## config.mk

```make
export PLATFORM = sky130hd
export DESIGN_NAME = control_general_flat
export DESIGN_NICKNAME = d
export VERILOG_FILES = /design/src/rtl/control_general_if.sv /design/src/rtl/control_general.sv /design/src/flat_wrapper.sv
export SDC_FILE = /design/constraint.sdc
export NUM_CORES = 1
export LEC_CHECK = 0
export ABC_CLOCK_PERIOD_IN_PS = 6200
export CORE_MARGIN = 2
export CORE_UTILIZATION = 45
export DETAILED_ROUTE_END_ITERATION = 10
export PLACE_DENSITY = 0.71
export SYNTH_ARGS = -nofsm -noshare
export SYNTH_HDL_FRONTEND = slang
export SYNTH_SLANG_ARGS = --single-unit
```

## constraint.sdc

```tcl
create_clock -name clk -period 6.2 [get_ports clk]
set_input_delay 1.24 -clock clk [delete_from_list [all_inputs] [get_ports clk]]
set_output_delay 1.24 -clock clk [all_outputs]
set_load 0.01 [all_outputs]
```

## src/rtl/control_general_if.sv

```systemverilog
// Handshake bundle between the general sequencer and its sub-controllers/decoder.
// The sequencer uses the master view; the surrounding logic uses the slave view.
interface control_general_if;
    logic       fin_I;
    logic       fin_W;
    logic       fin_L;
    logic       req_W;
    logic [3:0] ctrl_G;
    logic       ack_W;
    logic       busy;
    logic       error;

    modport master (
        input  fin_I, fin_W, fin_L, req_W,
        output ctrl_G, ack_W, busy, error
    );

    modport slave (
        output fin_I, fin_W, fin_L, req_W,
        input  ctrl_G, ack_W, busy, error
    );
endinterface

```

## src/rtl/control_general.sv

```systemverilog
// Moore sequencer for the time-keeper access sequence; the state register is ctrl_G.
// One shared 16-bit counter times power-up, refresh and wait-state timeouts.
module control_general #(
    parameter int unsigned POWERUP_CYCLES = 100,
    parameter int unsigned REFRESH_CYCLES = 1000,
    parameter int unsigned TIMEOUT_CYCLES = 5000
) (
    input  logic               clk,
    input  logic               reset,
    control_general_if.master  bus
);
    typedef enum logic [3:0] {
        S_A = 4'd0,
        S_B = 4'd1,
        S_C = 4'd2,
        S_D = 4'd3,
        S_E = 4'd4,
        S_F = 4'd5,
        S_G = 4'd6,
        S_H = 4'd7,
        S_I = 4'd8
    } state_t;

    localparam logic [15:0] PU_LAST = 16'(POWERUP_CYCLES - 1);
    localparam logic [15:0] RF_LAST = 16'(REFRESH_CYCLES - 1);
    localparam logic [15:0] TO_LAST = 16'(TIMEOUT_CYCLES - 1);

    state_t      state_q, state_d;
    logic [15:0] cnt_q, cnt_d;
    logic        pend_q, pend_d;
    logic        ack_q, ack_d;
    logic        busy_q, busy_d;
    logic        error_q, error_d;

    always_comb begin
        state_d = state_q;
        case (state_q)
            S_A: if (cnt_q == PU_LAST) state_d = S_B;
            S_B: state_d = S_C;
            // A done pulse takes priority over a timeout in the same cycle.
            S_C: begin
                if (bus.fin_I)             state_d = S_F;
                else if (cnt_q == TO_LAST) state_d = S_I;
            end
            S_D: state_d = S_E;
            S_E: begin
                if (bus.fin_W)             state_d = S_F;
                else if (cnt_q == TO_LAST) state_d = S_I;
            end
            S_F: state_d = S_G;
            S_G: begin
                if (bus.fin_L)             state_d = S_H;
                else if (cnt_q == TO_LAST) state_d = S_I;
            end
            S_H: begin
                if (pend_q || bus.req_W)   state_d = S_D;
                else if (cnt_q == RF_LAST) state_d = S_F;
            end
            S_I:     state_d = S_A;
            default: state_d = S_A;
        endcase
    end

    always_comb begin
        cnt_d   = (state_d != state_q) ? 16'd0 : cnt_q + 16'd1;
        // A request arriving on the same cycle as the launch is kept for one more write.
        pend_d  = bus.req_W | (pend_q & (state_d != S_D));
        ack_d   = (state_d == S_D);
        busy_d  = (state_d != S_H);
        error_d = error_q | (state_d == S_I);
    end

    always_ff @(posedge clk) begin
        if (reset) begin
            state_q <= S_A;
            cnt_q   <= 16'd0;
            pend_q  <= 1'b0;
            ack_q   <= 1'b0;
            busy_q  <= 1'b1;
            error_q <= 1'b0;
        end else begin
            state_q <= state_d;
            cnt_q   <= cnt_d;
            pend_q  <= pend_d;
            ack_q   <= ack_d;
            busy_q  <= busy_d;
            error_q <= error_d;
        end
    end

    assign bus.ctrl_G = state_q;
    assign bus.ack_W  = ack_q;
    assign bus.busy   = busy_q;
    assign bus.error  = error_q;
endmodule

```

## src/flat_wrapper.sv

```systemverilog
// flat-port wrapper written by rule: the top's interface ports become plain ports
module control_general_flat 
#(
    parameter int unsigned POWERUP_CYCLES = 100,
    parameter int unsigned REFRESH_CYCLES = 1000,
    parameter int unsigned TIMEOUT_CYCLES = 5000
)
  (clk, reset, bus_fin_I, bus_fin_W, bus_fin_L, bus_req_W, bus_ctrl_G, bus_ack_W, bus_busy, bus_error);
  control_general_if bus_i ();
  input  logic clk;
  input  logic reset;
  input wire logic [$bits(bus_i.fin_I)-1:0] bus_fin_I;
  input wire logic [$bits(bus_i.fin_W)-1:0] bus_fin_W;
  input wire logic [$bits(bus_i.fin_L)-1:0] bus_fin_L;
  input wire logic [$bits(bus_i.req_W)-1:0] bus_req_W;
  output wire logic [$bits(bus_i.ctrl_G)-1:0] bus_ctrl_G;
  output wire logic [$bits(bus_i.ack_W)-1:0] bus_ack_W;
  output wire logic [$bits(bus_i.busy)-1:0] bus_busy;
  output wire logic [$bits(bus_i.error)-1:0] bus_error;
  assign bus_i.fin_I = bus_fin_I;
  assign bus_i.fin_W = bus_fin_W;
  assign bus_i.fin_L = bus_fin_L;
  assign bus_i.req_W = bus_req_W;
  assign bus_ctrl_G = bus_i.ctrl_G;
  assign bus_ack_W = bus_i.ack_W;
  assign bus_busy = bus_i.busy;
  assign bus_error = bus_i.error;
  control_general #(.POWERUP_CYCLES(POWERUP_CYCLES), .REFRESH_CYCLES(REFRESH_CYCLES), .TIMEOUT_CYCLES(TIMEOUT_CYCLES)) u_core (.clk(clk), .reset(reset), .bus(bus_i));
endmodule
```

### Word-level counts from Yosys, hierarchy flattened

Cells that the tools add are included.

| word-level totals | value |
|---|---|
| memories kept | 0 |
| input bits | 6 |
| flip-flop bits (word level) | 24 |
| bits in latches | 0 |
| memory bits (writable) | 0 |
| ROM bits | 0 |
| output and inout port bits | 7 |

| cells by class | value |
|---|---|
| bitwise gates (word level) | 3 |
| mux-type cells | 8 |
| equality and inequality tests | 15 |
| $lt $le $gt $ge | 0 |
| reductions and logical operators | 3 |
| multipliers | 0 |
| div/mod/pow operators | 0 |
| add/subtract/negate cells | 1 |
| shifts and indexed selects | 0 |

Operators with widths:

| cell | count |
|---|---|
| $pmux 4 s8 | 1 |
| $mux 4 | 7 |
| $add 16x1->16 const B | 1 |
| $eq 16x10->1 const B | 1 |
| $eq 16x13->1 const B | 1 |
| $eq 16x7->1 const B | 1 |
| $eq 4x3->1 const B | 4 |
| $eq 4x2->1 const B | 3 |
| $eq 4x1->1 const B | 1 |
| $eq 4x4->1 const B | 1 |
| $logic_not 4->1 | 1 |
| $ne 4x2->1 const B | 1 |
| $ne 4x3->1 const B | 1 |
| $ne 4x4->1 | 1 |
| $or 1x1->1 | 2 |
| $reduce_or 2->1 | 1 |
| $and 1x1->1 | 1 |
| $logic_or 1x1->1 | 1 |

### Longest topological paths before layout

Gate-level depths: netlist of run 1.

| depth | value |
|---|---|
| depth after elaboration | 7 |
| mapped depth | 7 |

### Worst setup path after synthesis of run 1

No wires, ideal clock.

| timing path | value |
|---|---|
| path type | input to register |
| start | input bus_fin_W |
| end | register u_core.cnt_q[1] |
| library setup time | 135 ps |
| path slack | 3427 ps |
| buffers on the path | 1 |
| required time | 6065 ps |
| stages | 6 |
| arrival | 2637 ps |
| cells stage by stage | or4bb_1 -> a31oi_1 -> a211oi_1 -> o211ai_1 -> buf_2 -> nor3b_1 |

| between the ends | value |
|---|---|
| longest elaborated chain between the ends | 4 |

RTL lines:

| element | RTL line | source |
|---|---|---|
| start, declared | flat_wrapper.sv:13 | `input wire logic [$bits(bus_i.fin_W)-1:0] bus_fin_W;` |
| $mux 4 | control_general.sv:47 | `if (bus.fin_W) state_d = S_F;` |
| $pmux 4 s8 | control_general.sv:37 | `case (state_q)` |
| $ne 4x4->1 | control_general.sv:65 | `cnt_d = (state_d != state_q) ? 16'd0 : cnt_q + 16'd1;` |
| $reduce_or 2->1 (no line) | n/a |  |
| end signal, assigned | control_general.sv:83 | `cnt_q <= cnt_d;` |
| end, declared | control_general.sv:29 | `logic [15:0] cnt_q, cnt_d;` |

No other way between the ends.
A chain may end at the register's enable or synchronous reset.

### Final worst setup path of run 1

| timing path | value |
|---|---|
| start | input bus_fin_W |
| end | register u_core.cnt_q[10] |

The elaborated chain is that of the path after synthesis.

==> results of run 1 <==
-- path summary, 6_finish.rpt --
path	end	slack (ns)
setup / recovery	u_core.cnt_q[10]$_SDFF_PP0_	2.66
hold / removal	u_core.bus.error$_SDFF_PP0_	0.46
setup reg to reg	u_core.cnt_q[10]$_SDFF_PP0_	3.46
hold reg to reg	u_core.bus.error$_SDFF_PP0_	0.46
-- cell families after synthesis --
family	after synthesis	share of synthesized area [%]
fa+ha+maj	1	0.997
xor+xnor	14	9.77
flops	24	38.3
simple gates	72	36.0
compound gates	19	10.4
mux	1	0.897
buf+inv	10	3.69
-- registers in the layout (all words and copies together) (netlist names) --
signal,cells
u_core.bus.error,1
u_core.bus.ctrl_G,4
u_core.pend_q,1
u_core.bus.busy,1
u_core.bus.ack_W,1
u_core.cnt_q,16
-- layout by cell type, fill, tap and decap left out, types with 3 or more instances in the layout --
cell type	instances
nand2_1	5
or4bb_1	3
clkdlybuf4s50_1	12
nor4_1	5
a21oi_1	5
xnor2_1	7
xor2_1	7
nor3_1	21
dfxtp_1	24
nand3_1	5
inv_1	3
clkbuf_4	3
nand2b_1	3
o211ai_1	3
nand4_1	5
nor2_1	11
-- area by class of cell --
cell class                 count  share of cell area (%)
timing repair buffer          12                    8.49
sequential                    24                    34.0
inverter                       3                   0.796
multi-input combinational    107                    51.5
tap                           31                    2.74
clock buffer                   4                    2.56
-- per-stage QoR --
| stage | setup WS [ns] | cells | instance area (um2) | hold slack (ns) |
|---|---|---|---|---|
| global route | 2.42 | 181 | 1420 | 0.467 |
| floorplan | 3.43 | 141 | 1250 | 0.429 |
| global placement | 2.42 | 177 | 1380 | 0.436 |
| detailed placement | 2.27 | 177 | 1380 | 0.444 |
| CTS | 2.61 | 181 | 1420 | 0.459 |
| finish | 2.66 | 181 | 1420 | 0.457 |
-- critical path, stage by stage --
cell	delay [ns]
clkdlybuf4s50_1	0.49
or4bb_1	0.50
a31oi_1	0.26
a211oi_1	0.09
o211ai_1	0.95
nor3_1	0.15
-- metal layers --
layer	vias up	GRT usage, %	wire [um]
met5	-	0	0
met4	0	7.31	10
met3	2	2.76	74
met2	21	28.7	1250
met1	496	20.9	1170
li1	544	-	-
-- power by group --
group	switching [mW]	total, mW	internal, mW
registers	0.00222	0.159	0.157
clock network	0.0422	0.0780	0.0358
logic	0.00632	0.0129	0.00655
total	0.0507	0.250	0.199
==> flow_metrics.env, run 1 <==
export IMPL_outcome="completed"
export IMPL_ys_top_cells_by_area="dfxtp_1 (38%), nor3_1 (8.4%), xnor2_1 (4.9%)"
export IMPL_synth_nets=148
export IMPL_regArea_um2=480
export IMPL_drt_initial_drc_count=22
export IMPL_io_pins=13
export IMPL_antenna_found_initial=0
export IMPL_wire_per_inst_um=13.8
export IMPL_crit_start="bus_fin_W"
export IMPL_via_count=1063
export IMPL_antenna_cells=0
export IMPL_critPathKind="in -> reg"
export IMPL_yosysWarningCount=0
export IMPL_synthFlopType="dfxtp_1"
export IMPL_postSynthCellCount=141
export IMPL_cap_viol_max_count=0
export IMPL_gp_congestion=0.885
export IMPL_final_setup_tns_ns=0
export IMPL_placementRows=19
export IMPL_dieArea_um2=3230
export IMPL_drc=0
export IMPL_areaGrowthSynthToFinish_pct=12.8
export IMPL_finalSetupViolations=0
export IMPL_clk_latency_ns=0.30
export IMPL_htree_levels=1
export IMPL_multi_input_area_um2=728
export IMPL_power_density_nw_per_um2=176
export IMPL_vdd_drop_max_mv=0.154
export IMPL_drive_gt1_share_pct=8.00
export IMPL_netlist_area_um2=1250
export IMPL_required_ns=6.35
export IMPL_regToRegStartpoint="u_core.bus.ctrl_G[1]$_SDFF_PP0_"
export IMPL_synthArstFlopShare_pct=0
export IMPL_ys_types=39
export IMPL_dr_pass1_iters=4
export IMPL_start_kind="primary input"
export IMPL_grt_pass1_wl_um=4450
export IMPL_relSlewSlack_pct=19.9
export IMPL_min_period_over_period_pct=57.1
export IMPL_synth_largest_area_cell="dfxtp_1"
export IMPL_max_freq_mhz=282
export IMPL_grt_max_degree=17
export IMPL_leakage_nw=0.440
export IMPL_layout_nets=158
export IMPL_drtAntennaViolNets=0
export IMPL_grt_pass1_vias=1050
export IMPL_clk_pin_slew_ns=0.12
export IMPL_synth_most_common_cell="dfxtp_1"
export IMPL_ys_seq_elements=24
export IMPL_synth_commonest_cells="dfxtp_1 (24), nor3_1 (21), nor2_1 (11), xnor2_1 (7), xor2_1 (7)"
export IMPL_cts_hold_buf=0
export IMPL_period_minus_slack_ns=3.54
export IMPL_netlist_area_leader_share_pct=38.3
export IMPL_post_cts_setup_buffer_count=0
export IMPL_cts_tree="built"
export IMPL_syn_area_per_cell_um2=8.90
export IMPL_final_core_util_pct=52.2
export IMPL_hold_violations=0
export IMPL_power_mw=0.250
export IMPL_root_buffer="clkbuf_4"
export IMPL_clock_sinks=24
export IMPL_via_per_inst=5.87
export IMPL_cts_made_buffers=3
export IMPL_hold_class="reg -> reg"
export IMPL_crit_path_end_kind="register"
export IMPL_min_from="u_core.bus.error$_SDFF_PP0_"
export IMPL_port_buffers=12
export IMPL_start_util_pct=46.3
export IMPL_core_area_um2=2710
export IMPL_num_fill_cells=256
export IMPL_critical_path_peak_fanout=16
export IMPL_wl_um=2500
export IMPL_clock_skew_ns=0.00243
export IMPL_hpwl_um=1890
export IMPL_die_h_um=56.8
export IMPL_ys_seq_area_share_pct=38.3
export IMPL_clock_path_buffers=2
export IMPL_rsz0062_at_grt="no"
export IMPL_arrival_ns=3.69
export IMPL_track_usage_pct=16.9
export IMPL_tightest_slew_ns=1.20
export IMPL_synth_edf_count=0
export IMPL_grt_overflow_total=0
export IMPL_slew_viol_final=0
export IMPL_min_path_cells=2
export IMPL_cts_resized=0
export IMPL_reg2reg_depth=5
export IMPL_die_width_um=56.8
No activity file was read; power rests on OpenSTA's default activity.
==> inputs of run 2 (changes only) <==
--- a/config.mk
+++ b/config.mk
@@ -5,11 +5,11 @@
 export SDC_FILE = /design/constraint.sdc
 export NUM_CORES = 1
 export LEC_CHECK = 0
-export ABC_CLOCK_PERIOD_IN_PS = 6200
+export ABC_CLOCK_PERIOD_IN_PS = 3200
 export CORE_MARGIN = 2
 export CORE_UTILIZATION = 45
 export DETAILED_ROUTE_END_ITERATION = 10
-export PLACE_DENSITY = 0.71
+export PLACE_DENSITY = 0.73
 export SYNTH_ARGS = -nofsm -noshare
 export SYNTH_HDL_FRONTEND = slang
 export SYNTH_SLANG_ARGS = --single-unit
==> constraint.sdc (replaced) <==
create_clock -name clk -period 3.2 [get_ports clk]
set_input_delay 0.64 -clock clk [delete_from_list [all_inputs] [get_ports clk]]
set_output_delay 0.64 -clock clk [all_outputs]
set_load 0.01 [all_outputs]
==> flow_metrics.env, run 2 (same netlist as run 1, synthesis figures left out) <==
export IMPL_outcome="completed"
export IMPL_antenna_cells=0
export IMPL_hold_class="reg -> reg"
export IMPL_finalSetupViolations=0
export IMPL_post_cts_setup_buffer_count=0
export IMPL_drive_gt1_share_pct=9.21
export IMPL_antenna_found_initial=0
export IMPL_gp_congestion=0.830
export IMPL_cts_made_buffers=3
export IMPL_regArea_um2=480
export IMPL_num_fill_cells=261
export IMPL_final_cell_mix="dfxtp_1 (24), nor3_1 (21), clkdlybuf4s50_1 (12)"
export IMPL_period_minus_slack_ns=2.28
export IMPL_final_core_util_pct=52.8
export IMPL_holdWs_ns=0.456
export IMPL_root_buffer="clkbuf_4"
export IMPL_regMostFlops="u_core.cnt_q"
export IMPL_core_area_um2=2710
export IMPL_track_usage_pct=18.1
export IMPL_cts_hold_buf=0
export IMPL_areaGrowthSynthToFinish_pct=14.0
export IMPL_power_density_nw_per_um2=344
export IMPL_slew_viol_final=0
export IMPL_via_per_inst=5.79
export IMPL_reg2reg_depth=5
export IMPL_drt_initial_drc_count=49
export IMPL_io_pins=13
export IMPL_critical_path_peak_fanout=16
export IMPL_max_freq_mhz=438
export IMPL_start_kind="primary input"
export IMPL_grt_overflow_total=0
export IMPL_cap_viol_max_count=0
export IMPL_via_count=1060
export IMPL_crit_start="bus_fin_I"
export IMPL_dieArea_um2=3230
export IMPL_cts_tree="built"
export IMPL_hold_violations=0
export IMPL_crit_path_end_kind="register"
export IMPL_clk_latency_ns=0.31
export IMPL_multi_input_area_um2=728
export IMPL_vdd_drop_max_mv=0.365
export IMPL_required_ns=3.41
export IMPL_grt_max_degree=17
export IMPL_arrival_ns=2.49
export IMPL_dr_pass1_iters=4
export IMPL_tightest_slew_ns=0.493
export IMPL_wl_um=2630
export IMPL_final_setup_tns_ns=0
export IMPL_clock_sinks=24
export IMPL_clock_path_buffers=2
export IMPL_grt_pass1_vias=1051
export IMPL_largest_register_ffs=16
export IMPL_layout_nets=160
export IMPL_min_period_over_period_pct=71.4
export IMPL_drtAntennaViolNets=0
export IMPL_start_util_pct=46.3
export IMPL_placementRows=19
export IMPL_die_h_um=56.8
export IMPL_regToRegStartpoint="u_core.cnt_q[12]$_SDFF_PP0_"
export IMPL_rsz0062_at_grt="no"
export IMPL_reg2reg_to="u_core.pend_q$_SDFF_PP0_"
export IMPL_htree_levels=1
export IMPL_critPathKind="in -> reg"
export IMPL_min_from="u_core.bus.error$_SDFF_PP0_"
export IMPL_cpMaxStageDelayCell="clkdlybuf4s50_1"
export IMPL_relSlewSlack_pct=66.9
export IMPL_cts_resized=0
export IMPL_wire_per_inst_um=14.3
export IMPL_clock_skew_ns=0.00764
export IMPL_r2r_setup_slack_ns=1.03
export IMPL_critPathCapture="u_core.cnt_q[3]$_SDFF_PP0_"
export IMPL_grt_pass1_wl_um=4640
export IMPL_path_cells="clkdlybuf4s50_1 > or4bb_1 > a31oi_1 > a211oi_1 > o211ai_1 > buf_4 > nor3_1"
export IMPL_min_path_cells=2
export IMPL_leakage_nw=0.450
export IMPL_slowest_delay_ns=0.60
export IMPL_port_buffers=12
export IMPL_hpwl_um=1980
export IMPL_final_common_cell="dfxtp_1"
export IMPL_drc=0
export IMPL_clk_pin_slew_ns=0.13
export IMPL_die_width_um=56.8
-- run 2: worst max-delay path: cells and delay by family --
family                 cells  cell delay, ns
buffers and inverters      2            0.84
AOI/OAI and AO/OA          3            0.52
and+or+nand+nor            2            0.49
-- run 2: report_power, final --
group	switching (mW)	total, mW	internal, mW
Sequential	0.00440	0.308	0.304
Combinational	0.0128	0.0263	0.0136
Clock	0.0877	0.157	0.0695
-- run 2: how the worst min path moves through the flow --
stage | to | slack [ns]
floorplan | u_core.cnt_q[0]$_SDFF_PP0_ | 0.43
finish | u_core.bus.error$_SDFF_PP0_ | 0.46
CTS | u_core.bus.error$_SDFF_PP0_ | 0.46
detailed placement | u_core.bus.error$_SDFF_PP0_ | 0.44
global route | u_core.bus.error$_SDFF_PP0_ | 0.48
global placement | u_core.bus.error$_SDFF_PP0_ | 0.44
-- run 2: layer usage --
layer | routed length [um] | track usage (%) | up-vias
li1 | - | - | 546
met1 | 1150 | 21.7 | 491
met2 | 1360 | 31.4 | 19
met3 | 92 | 4.15 | 4
met4 | 23 | 6.31 | 0
met5 | 0 | 0 | -
-- run 2: layout make-up --
cell class                      instances  area share [%]
Multi-Input combinational cell        107            50.9
Sequential cell                        24            33.6
Timing Repair Buffer                   14            9.45
Tap cell                               31            2.71
Clock buffer                            4            2.54
Inverter                                3           0.787
-- run 2: metrics by stage --
stage               cells  setup slack, ns  area, um2  total power, mW
floorplan             141             1.03       1250            0.329
global placement      179            0.636       1390            0.340
detailed placement    179            0.590       1390            0.341
CTS                   183            0.928       1430            0.497
global route          183            0.773       1430            0.507
finish                183            0.915       1430            0.492
==> inputs of run 3 (changes only) <==
--- a/config.mk
+++ b/config.mk
@@ -5,11 +5,11 @@
 export SDC_FILE = /design/constraint.sdc
 export NUM_CORES = 1
 export LEC_CHECK = 0
-export ABC_CLOCK_PERIOD_IN_PS = 3200
+export ABC_CLOCK_PERIOD_IN_PS = 2150
 export CORE_MARGIN = 2
 export CORE_UTILIZATION = 45
 export DETAILED_ROUTE_END_ITERATION = 10
-export PLACE_DENSITY = 0.73
+export PLACE_DENSITY = 0.71
 export SYNTH_ARGS = -nofsm -noshare
 export SYNTH_HDL_FRONTEND = slang
 export SYNTH_SLANG_ARGS = --single-unit
==> constraint.sdc (replaced) <==
create_clock -name clk -period 2.15 [get_ports clk]
set_input_delay 0.43 -clock clk [delete_from_list [all_inputs] [get_ports clk]]
set_output_delay 0.43 -clock clk [all_outputs]
set_load 0.01 [all_outputs]
==> flow_metrics.env, run 3 (same netlist as run 1, synthesis figures left out) <==
export IMPL_clk_latency_ns=0.32
export IMPL_via_count=1153
export IMPL_dieArea_um2=3230
export IMPL_power_mw=0.828
export IMPL_htree_levels=1
export IMPL_num_fill_cells=268
export IMPL_multi_input_area_um2=749
export IMPL_drive_gt1_share_pct=17.3
export IMPL_clock_path_buffers=2
export IMPL_arrival_ns=2.25
export IMPL_cts_made_buffers=3
export IMPL_areaGrowthSynthToFinish_pct=24.2
export IMPL_min_path_cells=2
export IMPL_drt_initial_drc_count=43
export IMPL_max_freq_mhz=492
export IMPL_clk_pin_slew_ns=0.13
export IMPL_gp_congestion=0.804
export IMPL_final_common_cell="dfxtp_1"
export IMPL_port_buffers=12
export IMPL_slew_viol_final=0
export IMPL_start_util_pct=46.3
export IMPL_whs_endpoint="u_core.bus.error$_SDFF_PP0_"
export IMPL_leakage_nw=0.516
export IMPL_regToRegStartpoint="u_core.cnt_q[4]$_SDFF_PP0_"
export IMPL_drc=0
export IMPL_grt_pass1_wl_um=4950
export IMPL_required_ns=2.36
export IMPL_period_minus_slack_ns=2.03
export IMPL_layout_nets=170
export IMPL_reg2reg_depth=6
export IMPL_grt_max_degree=17
export IMPL_start_kind="primary input"
export IMPL_final_cell_mix="dfxtp_1 (24), nor3_1 (20), clkdlybuf4s50_1 (12)"
export IMPL_grt_overflow_total=0
export IMPL_final_core_util_pct=57.5
export IMPL_io_pins=13
export IMPL_placementRows=19
export IMPL_hold_class="reg -> reg"
export IMPL_regMostFlops="u_core.cnt_q"
export IMPL_power_density_nw_per_um2=531
export IMPL_core_area_um2=2710
export IMPL_root_buffer="clkbuf_4"
export IMPL_vdd_drop_max_mv=0.438
export IMPL_dr_pass1_iters=4
export IMPL_min_from="u_core.bus.error$_SDFF_PP0_"
export IMPL_finalSetupViolations=0
export IMPL_critPathKind="in -> reg"
export IMPL_cap_viol_max_count=0
export IMPL_outcome="completed"
export IMPL_reg2reg_to="u_core.cnt_q[4]$_SDFF_PP0_"
export IMPL_critical_path_peak_fanout=16
export IMPL_antenna_found_initial=0
export IMPL_grt_pass1_vias=1174
export IMPL_crit_path_end_kind="register"
export IMPL_regArea_um2=480
export IMPL_clock_sinks=24
export IMPL_cts_tree="built"
export IMPL_slowest_delay_ns=0.49
export IMPL_wl_um=2780
export IMPL_hpwl_um=2040
export IMPL_die_width_um=56.8
export IMPL_die_h_um=56.8
export IMPL_hold_violations=0
export IMPL_via_per_inst=5.97
export IMPL_cts_hold_buf=0
export IMPL_r2r_setup_slack_ns=0.12
export IMPL_path_cells="clkdlybuf4s50_1 > or4bb_1 > a31oi_1 > a211oi_1 > o211ai_1 > buf_6 > nor3_1"
export IMPL_rsz0062_at_grt="no"
export IMPL_cpMaxStageDelayCell="or4bb_1"
export IMPL_largest_register_ffs=16
export IMPL_relSlewSlack_pct=69.6
export IMPL_wire_per_inst_um=14.4
export IMPL_drtAntennaViolNets=0
export IMPL_clock_skew_ns=0.00853
export IMPL_antenna_cells=0
export IMPL_tightest_slew_ns=0.455
export IMPL_track_usage_pct=19.4
export IMPL_min_period_over_period_pct=94.5
[run 3: changes by cell type in the layout (fill, tap and decap cells not counted)]
cell,before,now
nor4_1,5,4
nor3_2,0,1
buf_12,0,1
a31oi_1,2,1
clkbuf_8,1,0
buf_6,0,1
or4bb_1,3,2
buf_4,2,10
a31oi_2,0,1
nor3_1,21,20
bufinv_16,0,1
or4bb_4,0,1
nor4_2,0,1
[run 3: how the worst max path moves through the flow]
stage | startpoint | endpoint | slack (ns) | depth (start not counted)
2_1_floorplan | u_core.bus.ctrl_G[2]$_SDFF_PP0_ | u_core.cnt_q[1]$_SDFF_PP0_ | 0.06 | 7
3_3_place_gp | bus_fin_W | u_core.cnt_q[6]$_SDFF_PP0_ | -0.16 | 7
3_5_place_dp | bus_fin_W | u_core.cnt_q[2]$_SDFF_PP0_ | -0.22 | 7
4_1_cts | u_core.cnt_q[4]$_SDFF_PP0_ | u_core.cnt_q[1]$_SDFF_PP0_ | 0.07 | 6
5_1_grt | u_core.cnt_q[12]$_SDFF_PP0_ | u_core.cnt_q[4]$_SDFF_PP0_ | 0.001 | 6
6_report | bus_fin_W | u_core.cnt_q[2]$_SDFF_PP0_ | 0.12 | 7
[run 3: layout make-up]
cell class / instances / area share (%)
Multi-Input combinational cell: 107 / 48.1
Clock inverter: 1 / 1.93
Tap cell: 31 / 2.49
Timing Repair Buffer: 24 / 14.5
Clock buffer: 3 / 1.44
Sequential cell: 24 / 30.8
Inverter: 3 / 0.722
[run 3: worst max-delay path: cells and delay by family]
| kind | cells | cell delay [ns] |
|---|---|---|
| AOI/OAI and AO/OA | 3 | 0.57 |
| buffers and inverters | 2 | 0.68 |
| and+or+nand+nor | 2 | 0.56 |
[run 3: power by group]
group | leakage (nW) | total [mW] | internal [mW] | switching (mW)
combinational | 0.294 | 0.0467 | 0.0255 | 0.0212
sequential | 0.194 | 0.459 | 0.452 | 0.00726
clock | 0.0279 | 0.322 | 0.189 | 0.134
[run 3: routing by layer]
| layer | share of wire (%) | up-vias | track usage, % | routed length (um) |
|---|---|---|---|---|
| li1 | - | 572 | - | - |
| met1 | 43 | 543 | 23.1 | 1190 |
| met2 | 51 | 32 | 32.9 | 1430 |
| met3 | 4.1 | 6 | 3.92 | 115 |
| met4 | 1.7 | 0 | 9.30 | 46 |
| met5 | 0 | - | 0 | 0 |
[run 3: stage by stage]
| stage | worst slack, ns | hold WS, ns | TNS, ns | cells | instance area (um2) |
|---|---|---|---|---|---|
| 3_3_place_gp | -0.160 | 0.434 | -2.82 | 189 | 1480 |
| 4_1_cts | 0.0668 | 0.461 | 0 | 193 | 1530 |
| 5_1_grt | 0.00144 | 0.486 | 0 | 193 | 1560 |
| 2_1_floorplan | 0.0550 | 0.429 | 0 | 141 | 1250 |
| 3_5_place_dp | -0.224 | 0.442 | -3.85 | 189 | 1480 |
| 6_report | 0.119 | 0.458 | 0 | 193 | 1560 |
[run 3: what timing repair did]
item / 4_1_cts / 5_1_grt
gates resized for setup: 0 / 5
buffers inserted: 0 / 0
endpoints found under the setup margin: 0 / 20
hold endpoints to repair: 0 / 0
